--- config.mk ---
export PLATFORM = sky130hd
export DESIGN_NAME = uart_rx_ctrl
export DESIGN_NICKNAME = d
export VERILOG_FILES = /design/src/rtl/uart_rx_ctrl.sv
export SDC_FILE = /design/constraint.sdc
export NUM_CORES = 1
export LEC_CHECK = 0
export ABC_AREA = 1
export CAP_MARGIN = 40
export CORE_UTILIZATION = 55
export CTS_CLUSTER_DIAMETER = 60
export DETAILED_ROUTE_END_ITERATION = 8
export GPL_TIMING_DRIVEN = 0
export PLACE_DENSITY_LB_ADDON = 0.2
export SYNTH_ARGS = -nofsm -noshare
export SYNTH_HDL_FRONTEND = slang
export SYNTH_SLANG_ARGS = --single-unit
--- constraint.sdc ---
create_clock -name i_clk -period 2.3 [get_ports i_clk]
set_clock_uncertainty 0.15 [all_clocks]
set_input_delay 0.46 -clock i_clk [delete_from_list [all_inputs] [get_ports i_clk]]
set_output_delay 0.46 -clock i_clk [all_outputs]
set_load 0.05 [all_outputs]
--- src/rtl/uart_rx_ctrl.sv ---
// UART receive sequencer: validates the start bit, steps an external 8-tick clocks_counter
// through data/parity/stop bits, and delivers each byte with parity and framing status.
module uart_rx_ctrl #(
    parameter int DATA_WIDTH = 8
) (
    input  logic                  i_clk,
    input  logic                  i_rst,
    input  logic                  i_tick,
    input  logic                  i_rx,
    input  logic                  i_par_en,
    input  logic                  i_par_odd,
    input  logic                  i_count_done,
    output logic                  o_count_enable,
    output logic [DATA_WIDTH-1:0] o_data,
    output logic                  o_data_valid,
    output logic                  o_par_err,
    output logic                  o_frame_err,
    output logic                  o_busy
);

    typedef enum logic [2:0] {IDLE, START, DATA, PARITY, STOP} state_t;

    state_t                  state_q, state_d;
    logic [1:0]              sync_q;
    logic                    rx_s;
    logic                    rx_prev_q;
    logic [1:0]              half_cnt_q, half_cnt_d;
    logic [3:0]              bit_cnt_q, bit_cnt_d;
    logic                    par_en_q, par_en_d;
    logic                    par_odd_q, par_odd_d;
    logic [DATA_WIDTH-1:0]   shift_q, shift_d;
    logic                    par_err_q, par_err_d;
    logic [DATA_WIDTH-1:0]   data_q, data_d;
    logic                    valid_q, valid_d;
    logic                    out_par_err_q, out_par_err_d;
    logic                    frame_err_q, frame_err_d;
    logic                    active;
    logic                    sample;

    assign rx_s   = sync_q[1];
    assign active = (state_q == DATA) || (state_q == PARITY) || (state_q == STOP);
    // Enable stays combinational so the counter wraps 7->0 on the same tick the FSM samples.
    assign sample = i_tick && i_count_done;

    assign o_count_enable = i_tick && active;
    assign o_busy         = (state_q != IDLE);
    assign o_data         = data_q;
    assign o_data_valid   = valid_q;
    assign o_par_err      = out_par_err_q;
    assign o_frame_err    = frame_err_q;

    always_comb begin
        state_d       = state_q;
        half_cnt_d    = half_cnt_q;
        bit_cnt_d     = bit_cnt_q;
        par_en_d      = par_en_q;
        par_odd_d     = par_odd_q;
        shift_d       = shift_q;
        par_err_d     = par_err_q;
        data_d        = data_q;
        valid_d       = 1'b0;
        out_par_err_d = out_par_err_q;
        frame_err_d   = frame_err_q;

        case (state_q)
            IDLE: begin
                if (i_tick && rx_prev_q && !rx_s) begin
                    state_d    = START;
                    half_cnt_d = 2'd0;
                    par_en_d   = i_par_en;
                    par_odd_d  = i_par_odd;
                    par_err_d  = 1'b0;
                end
            end
            START: begin
                if (i_tick) begin
                    if (half_cnt_q == 2'd3) begin
                        if (!rx_s) begin
                            state_d   = DATA;
                            bit_cnt_d = 4'd0;
                        end else begin
                            state_d = IDLE;
                        end
                    end else begin
                        half_cnt_d = half_cnt_q + 2'd1;
                    end
                end
            end
            DATA: begin
                if (sample) begin
                    shift_d   = {rx_s, shift_q[DATA_WIDTH-1:1]};
                    bit_cnt_d = bit_cnt_q + 4'd1;
                    if (bit_cnt_q == 4'(DATA_WIDTH - 1)) begin
                        state_d = par_en_q ? PARITY : STOP;
                    end
                end
            end
            PARITY: begin
                if (sample) begin
                    par_err_d = (^shift_q) ^ rx_s ^ par_odd_q;
                    state_d   = STOP;
                end
            end
            STOP: begin
                if (sample) begin
                    state_d       = IDLE;
                    valid_d       = 1'b1;
                    data_d        = shift_q;
                    out_par_err_d = par_en_q & par_err_q;
                    frame_err_d   = ~rx_s;
                end
            end
            default: state_d = IDLE;
        endcase
    end

    always_ff @(posedge i_clk or negedge i_rst) begin
        if (!i_rst) begin
            state_q       <= IDLE;
            sync_q        <= 2'b11;
            rx_prev_q     <= 1'b1;
            half_cnt_q    <= 2'd0;
            bit_cnt_q     <= 4'd0;
            par_en_q      <= 1'b0;
            par_odd_q     <= 1'b0;
            data_q        <= '0;
            valid_q       <= 1'b0;
            out_par_err_q <= 1'b0;
            frame_err_q   <= 1'b0;
        end else begin
            state_q       <= state_d;
            sync_q        <= {sync_q[0], i_rx};
            rx_prev_q     <= i_tick ? rx_s : rx_prev_q;
            half_cnt_q    <= half_cnt_d;
            bit_cnt_q     <= bit_cnt_d;
            par_en_q      <= par_en_d;
            par_odd_q     <= par_odd_d;
            data_q        <= data_d;
            valid_q       <= valid_d;
            out_par_err_q <= out_par_err_d;
            frame_err_q   <= frame_err_d;
        end
    end

    // Datapath accumulators are always overwritten before use, so they carry no reset.
    always_ff @(posedge i_clk) begin
        shift_q   <= shift_d;
        par_err_q <= par_err_d;
    end

endmodule

==> run summary, run 1 <==
The run finished, with violations left. The checks that failed: DRC. Entering global routing, the biggest net connects 15 pins.

The synthesized design spends more area on one cell type than any other, namely sky130_fd_sc_hd__dfrtp_1. The total detailed-routing wirelength is a little over 3 mm. Measured along the y axis, the die boundary spans 57.4 um.

The area of placed instances is slightly below 2000 um^2. Measured along the x axis, the die boundary spans 57.4 um. In the post-synthesis netlist, the biggest area contributors are sky130_fd_sc_hd__dfrtp_1 33%, sky130_fd_sc_hd__edfxtp_1 16%, sky130_fd_sc_hd__nand2_1 14%, sky130_fd_sc_hd__dfstp_2 4.7%, sky130_fd_sc_hd__inv_1 4.4%. In this run the worst hold path is classified as register to register.

The number of search-and-repair iterations in the first detailed-routing pass is 6. The headroom to the max-slew limit is about half. The worst endpoint data arrival time is 1.61 ns. At the pin with the least slew margin, the transition time is 0.773 ns. The leftover overflow at the end of global routing is 0. After the last flow step, the layout net total stands at between 200 and 250. The number of nets produced by synthesis is 199.

The critical path is of the register to primary output type. The I/O pin total came out at 20. The worst slack at placement is -0.329 ns. The vias per cell is 5.27.

The global-route wire length before repair is about 5.8 mm. After detailed routing, the average wire length per cell comes to 12.3 um. STA classifies the critical path startpoint as a register. The endpoint type of the worst setup path is a primary output.

At the end of routability-driven placement, the weighted congestion stood at 0.873. The analysis attributes to cell leakage a power of 0.951 nW. The yosys synthesis warning count came out at 0.

The share of synthesized area in the top cell type comes to 32.6%. The post-route worst hold slack came out at 0.209 ns. The number of antenna-violating nets in the routed design is 0.

The utilization of the core after routing came out at 70.1%. The count of hold buffers inserted by post-cts repair came out at 0. The site row count came out at 19. The post-layout worst setup margin is 0.0803 ns. After the first detailed-routing iteration, the DRC count stood at 48.

The core footprint is about 2800 um^2. The maximum ir drop on the vdd rail came out at 0.628 mV. The via count of the first global-routing pass is 1368. Setup repair after global routing left no endpoint under its margin. TritonCTS built the clock tree. The number of synthesized register bits is 34. The number of buffers added by the clock tree synthesis step is 5.

The part of the cycle the worst path needs is 96.5%. The global-route usage over all layers is 23.1%. The cell area that synthesis handed to floorplanning was 1690 um^2. The maximum fanout encountered on the critical timing path is 5. A synthesized cell averages 8.89 um^2. The post-route standard cell area excluding fillers is between 1500 and 2000 um^2. The number of standard cells after synthesis came out at 190.

The count of different cell masters after synthesis came out at 30. The required time reported for the critical path endpoint is 1.69 ns. The layout cell share with drive strength beyond 1 is 16.1%.

The full die area is 3300 um^2. The repair_antennas step left the layout with diodes totalling 0. Static timing analysis puts the maximum clock frequency at roughly 450 MHz. The hold violation count in the final report is 0.

For this run, design rule violations remaining after detail routing come to 2. The final count of negative-setup-slack endpoints is 0. The sum of net half-perimeters after detailed placement came out at around 2.4 mm.

Compared with the post-synthesis result, the final layout area differs by 17.5%. The tree is rooted in a sky130_fd_sc_hd__clkbuf_4. For the worst-skew pair, the clock arrives at the later sink with an insertion delay of 0.32 ns. The max-capacitance violation count is 0. The clock-pin slew on the worst setup and hold paths came out at roughly 0.10 ns. The maximum clock path buffer count is 2. The final period demand of the worst path came out at 2.22 ns. The number of antenna violations at the first check in global routing is 0.

The number of port buffers came out at 19. The fraction of the yosys area taken by sequential cells came out at 53.3%. The CTS sink count came out at 34. After layout, the design draws a total of 2.47 mW.

The power density over cell area came out at 1240 nW/um^2. The deepest level of the CTS H-tree is 2. The via total after detailed routing is about 1300.

Once the floorplan was initialized, standard cells occupied between 50 and 60% of the core. The total count of max-transition violations in the final report came out at 0.
-- synthesized netlist by cell type --
cell                       count
sky130_fd_sc_hd__dfstp_2       3
sky130_fd_sc_hd__nor2_2        5
sky130_fd_sc_hd__nand3_1       9
sky130_fd_sc_hd__nand2_4       2
sky130_fd_sc_hd__dfrtp_1      22
sky130_fd_sc_hd__nor3_4        1
sky130_fd_sc_hd__o21a_1        7
sky130_fd_sc_hd__buf_6         1
sky130_fd_sc_hd__inv_2         1
sky130_fd_sc_hd__nand2_2       3
sky130_fd_sc_hd__edfxtp_1      9
sky130_fd_sc_hd__ha_1          2
sky130_fd_sc_hd__inv_1        20
sky130_fd_sc_hd__mux2_2        2
sky130_fd_sc_hd__o21ai_1       3
sky130_fd_sc_hd__clkinv_2      1
sky130_fd_sc_hd__clkinv_1      1
sky130_fd_sc_hd__xnor2_1       1
sky130_fd_sc_hd__xor2_1        3
sky130_fd_sc_hd__nor2_1       11
sky130_fd_sc_hd__nand4_1       1
sky130_fd_sc_hd__nand3_2       1
sky130_fd_sc_hd__buf_4         1
sky130_fd_sc_hd__a21oi_1       7
sky130_fd_sc_hd__nor2_4        1
sky130_fd_sc_hd__o21ai_2       3
sky130_fd_sc_hd__nand2_1      64
sky130_fd_sc_hd__o211ai_1      1
sky130_fd_sc_hd__or2_2         1
sky130_fd_sc_hd__o21ai_0       3
-- cell families after synthesis --
kind of cell,Yosys count,share of synthesized area [%]
and+or+nand+nor,99,26.6
adders and majority gates,2,1.48
xor gates and xnor gates,4,2.07
DFF,34,53.3
buffers and inverters,25,6.30
muxes,2,1.33
AOI/OAI and AO/OA,24,8.96
-- per-stage QoR --
step	cells	TNS (ns)
2_1_floorplan	190	0
3_3_place_gp	240	-0.404
3_5_place_dp	241	-0.762
4_1_cts	249	0
5_1_grt	249	0
6_report	249	0
-- worst max-delay path, cell delays in order, from the launching register on --
cell and delay, ns:
sky130_fd_sc_hd__dfrtp_1 0.47, sky130_fd_sc_hd__inv_1 0.14, sky130_fd_sc_hd__nand3_2 0.14, sky130_fd_sc_hd__a21oi_1 0.16, sky130_fd_sc_hd__clkdlybuf4s15_2 0.38
-- what timing repair did --
action                                  CTS  global route
resized for setup                         7             2
endpoints found under the setup margin    2             1
setup buffers                             0             0
-- area by class of cell --
class / instances / area [um^2]
fill: 224 / 845
timing repair buffer: 20 / 201
clock buffer: 6 / 41.3
inverter: 23 / 87.6
clock inverter: 2 / 8.76
tap: 31 / 38.8
sequential: 34 / 900
buffer: 2 / 18.8
multi-input combinational: 131 / 688
-- sequential cells by signal (all words and copies together) (netlist names), 2 cells and up --
name	flops
bit_cnt_q	4
o_data	8
shift_q	8
sync_q	2
state_q	3
half_cnt_q	2
-- worst paths after layout --
path                                         from                     to  slack [ns]  cells after the start
max                        state_q[0]$_DFFE_PN0P_         o_count_enable        0.08                      4
min                           sync_q[0]$_DFF_PN1_    sync_q[1]$_DFF_PN1_        0.21                      0
max reg2reg                state_q[2]$_DFFE_PN0P_   shift_q[0]$_DFFE_PP_        0.44                      3
min reg2reg                   sync_q[0]$_DFF_PN1_    sync_q[1]$_DFF_PN1_        0.21                      0
max in group asynchronous                   i_rst    sync_q[0]$_DFF_PN1_        1.01                      2
min in group asynchronous                   i_rst  o_data[4]$_DFFE_PN0P_        0.38                      1
-- where the power goes --
part	internal (mW)	switching (mW)	total (mW)
Sequential	0.802	0.125	0.927
Clock	0.115	0.185	0.300
Combinational	0.421	0.823	1.24
-- routing by layer --
layer	global-route usage [%]	vias up	part of all wire, %
met5	0	-	0
met4	11.5	0	0.52
met3	6.12	2	5.7
met2	36.7	38	48
met1	29.3	612	45
li1	-	659	-
-- placed cells by master (no fill, tap or decap), drive strengths merged, types with 3 or more instances in the layout --
cell,n
nand2,69
dfrtp,22
inv,21
clkdlybuf4s50,17
nor2,17
nand3,10
edfxtp,9
o21ai,9
a21oi,7
o21a,7
clkbuf,6
clkinv,4
buf,4
xor2,3
dfstp,3
No activity file was read; power rests on OpenSTA's default activity.
==> run 2, diff against run 1 <==
- SKIP_CTS_REPAIR_TIMING: not set -> 1
==> run 2 against run 1 <==
Compared with the run above:
- the flow still finishes with violations (DRC)
- count of clock-buffer cells in the layout stayed put
- first-iteration DRC count down 19%
- critical path depth up 1
- non-clock buffer count is the same
- total power down 0.12%
- largest power group unchanged
==> run summary, run 2 (synthesis gave the netlist of run 1 again) <==
The flow ran to the end, but the final reports show violations. The checks that failed: DRC. The number of port buffers is 19 (unchanged). The number of buffers added by the clock tree synthesis step was 5 (unchanged).

The layout overhead on the synthesized area came out at 17.1%. The number of DRC violations after detailed-routing iteration 0 is 39 (-19%). The global-route usage over all layers is 23.1% (unchanged). The sum of net half-perimeters after detailed placement came out at 2.38 mm (unchanged).

The die outline height is 57.4 um (unchanged). The site row count came out at 19 (unchanged). STA classifies the critical path endpoint as a primary output. The number of search-and-repair iterations in the first detailed-routing pass came to 6 (unchanged). Setup repair after global routing left no endpoint under its margin.

The maximum fanout encountered on the critical timing path came to 4 (-1). In this run the worst hold path is classified as register to register. The portion of total power attributed to the clock network is 12.2% (about the same).

The critical path in this run is classified as register to primary output. The power density over cell area is 1250 nW/um^2 (+0.20%). The final RePlAce weighted congestion came to 0.873 (unchanged). The highest clock frequency the design can meet is 467 MHz (+3.6%).

The max-capacitance violation count was 0 (unchanged). The cell sitting at the root of the clock tree is a sky130_fd_sc_hd__clkbuf_4. The leftover overflow at the end of global routing is 0 (unchanged).

The path with the worst hold slack has its endpoint at sync_q[1]$_DFF_PN1_. In this run the critical register-to-register path is captured at shift_q[0]$_DFFE_PP_. The static leakage is 0.952 nW (about the same). The number of antenna-violating nets in the routed design came out at 0 (unchanged). The maximum ir drop on the vdd rail came to 0.628 mV (about the same).

The CTS sink count came out at 34 (unchanged). The detailed-route DRC error count is 2 (unchanged). The final period demand of the worst path came out at 2.14 ns (-0.0763 ns). The critical register-to-register path startpoint is state_q[2]$_DFFE_PN0P_. The worst-case register-to-register setup slack came to 0.45 ns (about the same). The total detailed-routing wirelength is 3.06 mm (-0.16%). The worst endpoint data arrival time is 1.53 ns (-0.08 ns). The via count of the first global-routing pass came out at 1366 (-0.15%). The number of antenna violations at the first check in global routing came out at 0 (unchanged). The number of nets in the layout is 226 (unchanged). The core footprint is 2830 um^2 (unchanged). The cell count of the worst reg-to-reg path came out at 3 (unchanged). The part of the cycle the worst path needs is 93.2% (-3.3 points). The layout cell share with drive strength beyond 1 was 16.1% (unchanged). The routed wirelength normalized by instance count came out at 12.3 um (-0.16%).

The final count of negative-setup-slack endpoints was 0 (unchanged). The switching power total came to 1.13 mW (about the same). The deepest level of the CTS H-tree came out at 2 (unchanged). The total power after layout is 2.47 mW (-0.12%). The chip width was 57.4 um (unchanged). The share of total power in sequential cells was 37.6% (about the same).

The clock-pin slew on the worst setup and hold paths was 0.10 ns (about the same). The critical path goes through nor2_4 > inv_2 > nor2_2 > inv_1 > clkbuf_2. The headroom to the max-slew limit came out at 48.3% (about the same). The required time reported for the critical path endpoint is 1.69 ns (about the same). The switching portion of total power came out at 45.9% (+0.077 points).

The I/O pin total came out at 20 (unchanged). The library cell used most frequently in the layout, excluding fill and tap cells, is sky130_fd_sc_hd__nand2_1. The maximum number of pins on one net before global-route repair came to 15 (unchanged). The post-route worst hold slack is 0.209 ns (unchanged).

The clock latency on the worst-skew pair was 0.32 ns (about the same). The utilization of the core after routing is 69.9% (-0.22 points). Among all stages on the critical path, the largest delay is contributed by sky130_fd_sc_hd__dfrtp_1.

The number of cells traversed by the worst hold path was 0 (unchanged). The global-route wire length before repair is 5.76 mm (+0.12%). The slew at the pin closest to its max-slew limit is 0.773 ns (-0.000488 ns). The cell-internal power is 1.33 mW (-0.26%). The delay contributed by the slowest stage of the critical path came out at 0.46 ns (about the same). The vias per cell came out at 5.25 (-0.31%). The starting utilization of the core area is 59.7% (unchanged). The total inserted antenna cells is 0 (unchanged).

In the layout the commonest cells are 64 x sky130_fd_sc_hd__nand2_1, 22 x sky130_fd_sc_hd__dfrtp_1, 20 x sky130_fd_sc_hd__inv_1. The maximum clock path buffer count came out at 2 (unchanged). The combinational share of power is 50.3% (about the same). In this run the most critical hold path is launched from sync_q[0]$_DFF_PN1_. The full die area came out at 3300 um^2 (unchanged). TritonCTS built the clock tree. The via total after detailed routing is 1307 (-0.31%). The hold violation count in the final report came out at 0 (unchanged). The worst setup path is launched from a register. The total count of max-transition violations in the final report is 0 (unchanged).
run 2: changes by cell type in the layout (fill, tap and decap cells not counted):
cell and delta:
sky130_fd_sc_hd__clkbuf_2 +2, sky130_fd_sc_hd__buf_2 -1, sky130_fd_sc_hd__clkdlybuf4s15_2 -1
run 2: stage by stage:
step	instance area (um^2)	setup WS [ns]	instances	TNS, ns
2_1_floorplan	1690	0.248	190	0
3_3_place_gp	1920	-0.336	240	-0.404
3_5_place_dp	1930	-0.329	241	-0.762
4_1_cts	1980	-0.376	249	-0.727
5_1_grt	1980	0.0564	249	0
6_report	1980	0.157	249	0
run 2: metal layers:
metal	GRT usage [%]	wire, um	vias to the layer above
li1	-	-	659
met1	29.3	1390	610
met2	36.7	1480	36
met3	6.12	164	2
met4	11.5	16	0
met5	0	0	-
run 2: critical path: cells and delay by family, from the launching register on:
family	cells	cell delay (ns)
buf+inv	3	0.38
flops	1	0.46
simple gates	2	0.37
run 2: worst max-delay path by stage:
| stage | end | slack (ns) | from |
|---|---|---|---|
| after floorplan | o_count_enable | 0.25 | state_q[1]$_DFFE_PN0P_ |
| after global placement | o_count_enable | -0.34 | i_tick |
| after detailed placement | o_count_enable | -0.33 | i_tick |
| after CTS | o_busy | -0.38 | state_q[2]$_DFFE_PN0P_ |
| after global routing | o_busy | 0.06 | state_q[2]$_DFFE_PN0P_ |
| final | o_busy | 0.16 | state_q[2]$_DFFE_PN0P_ |
run 2: layout make-up:
type                       instances  area (um^2)
timing repair buffer              20          195
tap                               31         38.8
buffer                             2         18.8
fill                             223          851
clock buffer                       6         41.3
clock inverter                     2         8.76
sequential                        34          900
multi-input combinational        131          688
inverter                          23         87.6
run 2: power by group through the flow:
stage,clock (mW),combinational [mW],sequential (mW)
after floorplan,0,0.602,1.23
after global placement,0,1.22,0.922
after detailed placement,0,1.26,0.936
after CTS,0.313,1.26,0.923
after global routing,0.332,1.35,0.952
final,0.300,1.24,0.927
==> run 3, diff against run 2 <==
- CORE_ASPECT_RATIO: not set -> 1.75
==> run 3 against run 2 <==
Compared with the run above:
- the run now ends clean
- final cell count shrank 1.2%
- critical endpoint is now o_count_enable
- highest routed layer unchanged
- largest cell class unchanged
- sequential share of layout area shrank 2.0 points
- flip-flop and latch count unchanged
==> run summary, run 3 (synthesis gave the netlist of run 1 again) <==
The final period demand of the worst path came out at 2.20 ns (+0.0599 ns). The global-route wire length before repair was 5.68 mm (-1.4%). The required time reported for the critical path endpoint is 1.69 ns (about the same). The total power after layout came out at 2.84 mW (+15%). The full die area is 3310 um^2 (+0.27%). The TritonCTS clock tree is done.

The part of the cycle the worst path needs came out at 95.8% (+2.6 points). The deepest level of the CTS H-tree is 2 (unchanged). The sum of net half-perimeters after detailed placement came out at 2.58 mm (+8.4%). The number of nets in the layout is 226 (unchanged).

The via total after detailed routing was 1350 (+3.3%). The leftover overflow at the end of global routing is 0 (unchanged). The chip width is 43.9 um (-24%). The routed wirelength normalized by instance count is 13.8 um (+13%).

The via count of the first global-routing pass was 1388 (+1.6%). The max-capacitance violation count came to 0 (unchanged). The number of search-and-repair iterations in the first detailed-routing pass is 6 (unchanged). The number of port buffers came out at 19 (unchanged). The layout overhead on the synthesized area is 22.5%. The number of DRC violations after detailed-routing iteration 0 was 36 (-7.7%). In the layout the commonest cells are 64 x sky130_fd_sc_hd__nand2_1, 22 x sky130_fd_sc_hd__dfrtp_1, 20 x sky130_fd_sc_hd__inv_1. The core footprint came out at 2930 um^2 (+3.5%). The area of placed instances came out at 1930 um^2 (-0.19%). The site row count came out at 26 (+7). The portion of total power attributed to the clock network is 23.2% (+11 points). The hold violation count in the final report came to 0 (unchanged). The global-route usage over all layers is 23.9% (+0.81 points). The final count of negative-setup-slack endpoints is 0 (unchanged). The layout cell share with drive strength beyond 1 is 16.5% (+0.46 points). The static leakage is 0.999 nW (+4.9%). The headroom to the max-slew limit is 49.7% (+1.4 points). The maximum clock path buffer count is 2 (unchanged). The number of antenna-violating nets in the routed design came out at 0 (unchanged). The library cell used as clock root buffer is sky130_fd_sc_hd__clkbuf_8. The slew at the pin closest to its max-slew limit came out at 0.751 ns (-0.0214 ns). The number of placed instances with taps included came out at 238 (-1.2%). The critical path is of the input pin to primary output type. The number of buffers added by the clock tree synthesis step is 5 (unchanged).

The delay contributed by the slowest stage of the critical path is 0.57 ns (+0.11 ns). The total detailed-routing wirelength is 3.41 mm (+11%). The power density over cell area is 1370 nW/um^2 (+10%). The cell-internal power is 1.66 mW (+25%). The combinational share of power is 44.2% (-6.1 points). The final RePlAce weighted congestion came out at 0.894 (+2.4%). The CTS sink count came out at 34 (unchanged).

The highest clock frequency the design can meet came out at 454 MHz (-2.7%). The flow ran to the end, and the final reports show no timing, DRC or antenna violations. The maximum number of pins on one net before global-route repair came out at 20 (+5). The switching portion of total power is 41.5% (-4.5 points). The starting utilization of the core area is 57.7% (-2.0 points). The maximum fanout encountered on the critical timing path is 5 (+1). The die outline height came out at 75.3 um (+31%). The worst setup path is captured at a primary output. The total count of max-transition violations in the final report is 0 (unchanged).

The most common cell after layout, fill and taps aside is sky130_fd_sc_hd__nand2_1. The maximum ir drop on the vdd rail came out at 0.908 mV (+44%). The I/O pin total came to 20 (unchanged). The detailed-route DRC error count is 0 (-2).

The path class of the tightest hold or removal check is register to register. The clock-pin slew on the worst setup and hold paths came out at 0.07 ns (-0.03 ns). The worst endpoint data arrival time is 1.59 ns (+0.06 ns). The vias per cell is 5.49 (+4.5%). The final cell count without fillers is 246 (-1.2%). The total inserted antenna cells is 0 (unchanged). The clock latency on the worst-skew pair came out at 0.29 ns (-0.03 ns). The number of antenna violations at the first check in global routing came out at 0 (unchanged). The share of total power in sequential cells is 32.6% (-5.0 points). The signal on the critical path passes through clkdlybuf4s50_1 > inv_1 > a21oi_1 > clkbuf_2. Setup repair after global routing left no endpoint under its margin. Among all stages on the critical path, the largest delay is contributed by sky130_fd_sc_hd__clkdlybuf4s50_1. The switching power total is 1.18 mW (+4.0%).

The kind of start point of the critical path is an input pin. The post-route standard cell area excluding fillers is 2070 um^2 (+4.6%).
run 3: cell count changes in the layout (fill, tap and decap cells not counted), sizes merged:
| cell | previous run | this run |
|---|---|---|
| clkinv | 4 | 3 |
| dlymetal6s2s | 0 | 1 |
| clkbuf | 8 | 6 |
| bufinv | 0 | 2 |
run 3: power groups by stage:
stage	sequential (mW)	combinational, mW	clock [mW]
finish	0.927	1.26	0.658
global route	0.953	1.35	0.698
CTS	0.926	1.27	0.671
detailed placement	0.937	1.26	0
global placement	0.926	1.23	0
floorplan	1.23	0.602	0
run 3: metrics by stage:
| step | setup slack (ns) | util (%) | hold WS (ns) | TNS (ns) |
|---|---|---|---|---|
| after floorplan | 0.248 | - | 0.0144 | 0 |
| after global placement | -0.384 | 65.4 | 0.195 | -0.460 |
| after detailed placement | -0.407 | 65.9 | 0.210 | -0.621 |
| after CTS | -0.407 | 70.6 | 0.221 | -0.743 |
| after global routing | 0.0424 | 70.7 | 0.226 | 0 |
| final | 0.0966 | 70.7 | 0.223 | 0 |
run 3: cell type report:
class	instances	area, um^2
clock buffers	5	68.8
clock inverters	3	68.8
multi-input cells	131	688
flip-flops and latches	34	900
plain buffers	2	18.8
fillers	226	858
well taps	28	35.0
inverters	23	87.6
repair buffers	20	203
run 3: critical path: cells and delay by family:
kind | cells | cell delay, ns
AO/OA/AOI/OAI | 1 | 0.17
buffers and inverters | 3 | 0.96
run 3: worst paths after layout:
kind                                        start                     to  slack, ns  cells past startpoint
max                                        i_tick         o_count_enable        0.1                      4
min                           sync_q[0]$_DFF_PN1_    sync_q[1]$_DFF_PN1_       0.22                      0
max reg2reg                state_q[2]$_DFFE_PN0P_   shift_q[3]$_DFFE_PP_       0.44                      3
min reg2reg                   sync_q[0]$_DFF_PN1_    sync_q[1]$_DFF_PN1_       0.22                      0
max in group asynchronous                   i_rst  rx_prev_q$_DFFE_PN1P_       1.15                      2
min in group asynchronous                   i_rst  o_data[2]$_DFFE_PN0P_       0.30                      1
run 3: metal layers:
metal	routed length (um)	track usage (%)	share of wire, %	vias to the layer above
met5	0	0	0	-
met4	151	16.2	4.4	0
met3	140	6.16	4.1	14
met2	1950	42.6	57	43
met1	1170	23.8	34	634
li1	-	-	-	659
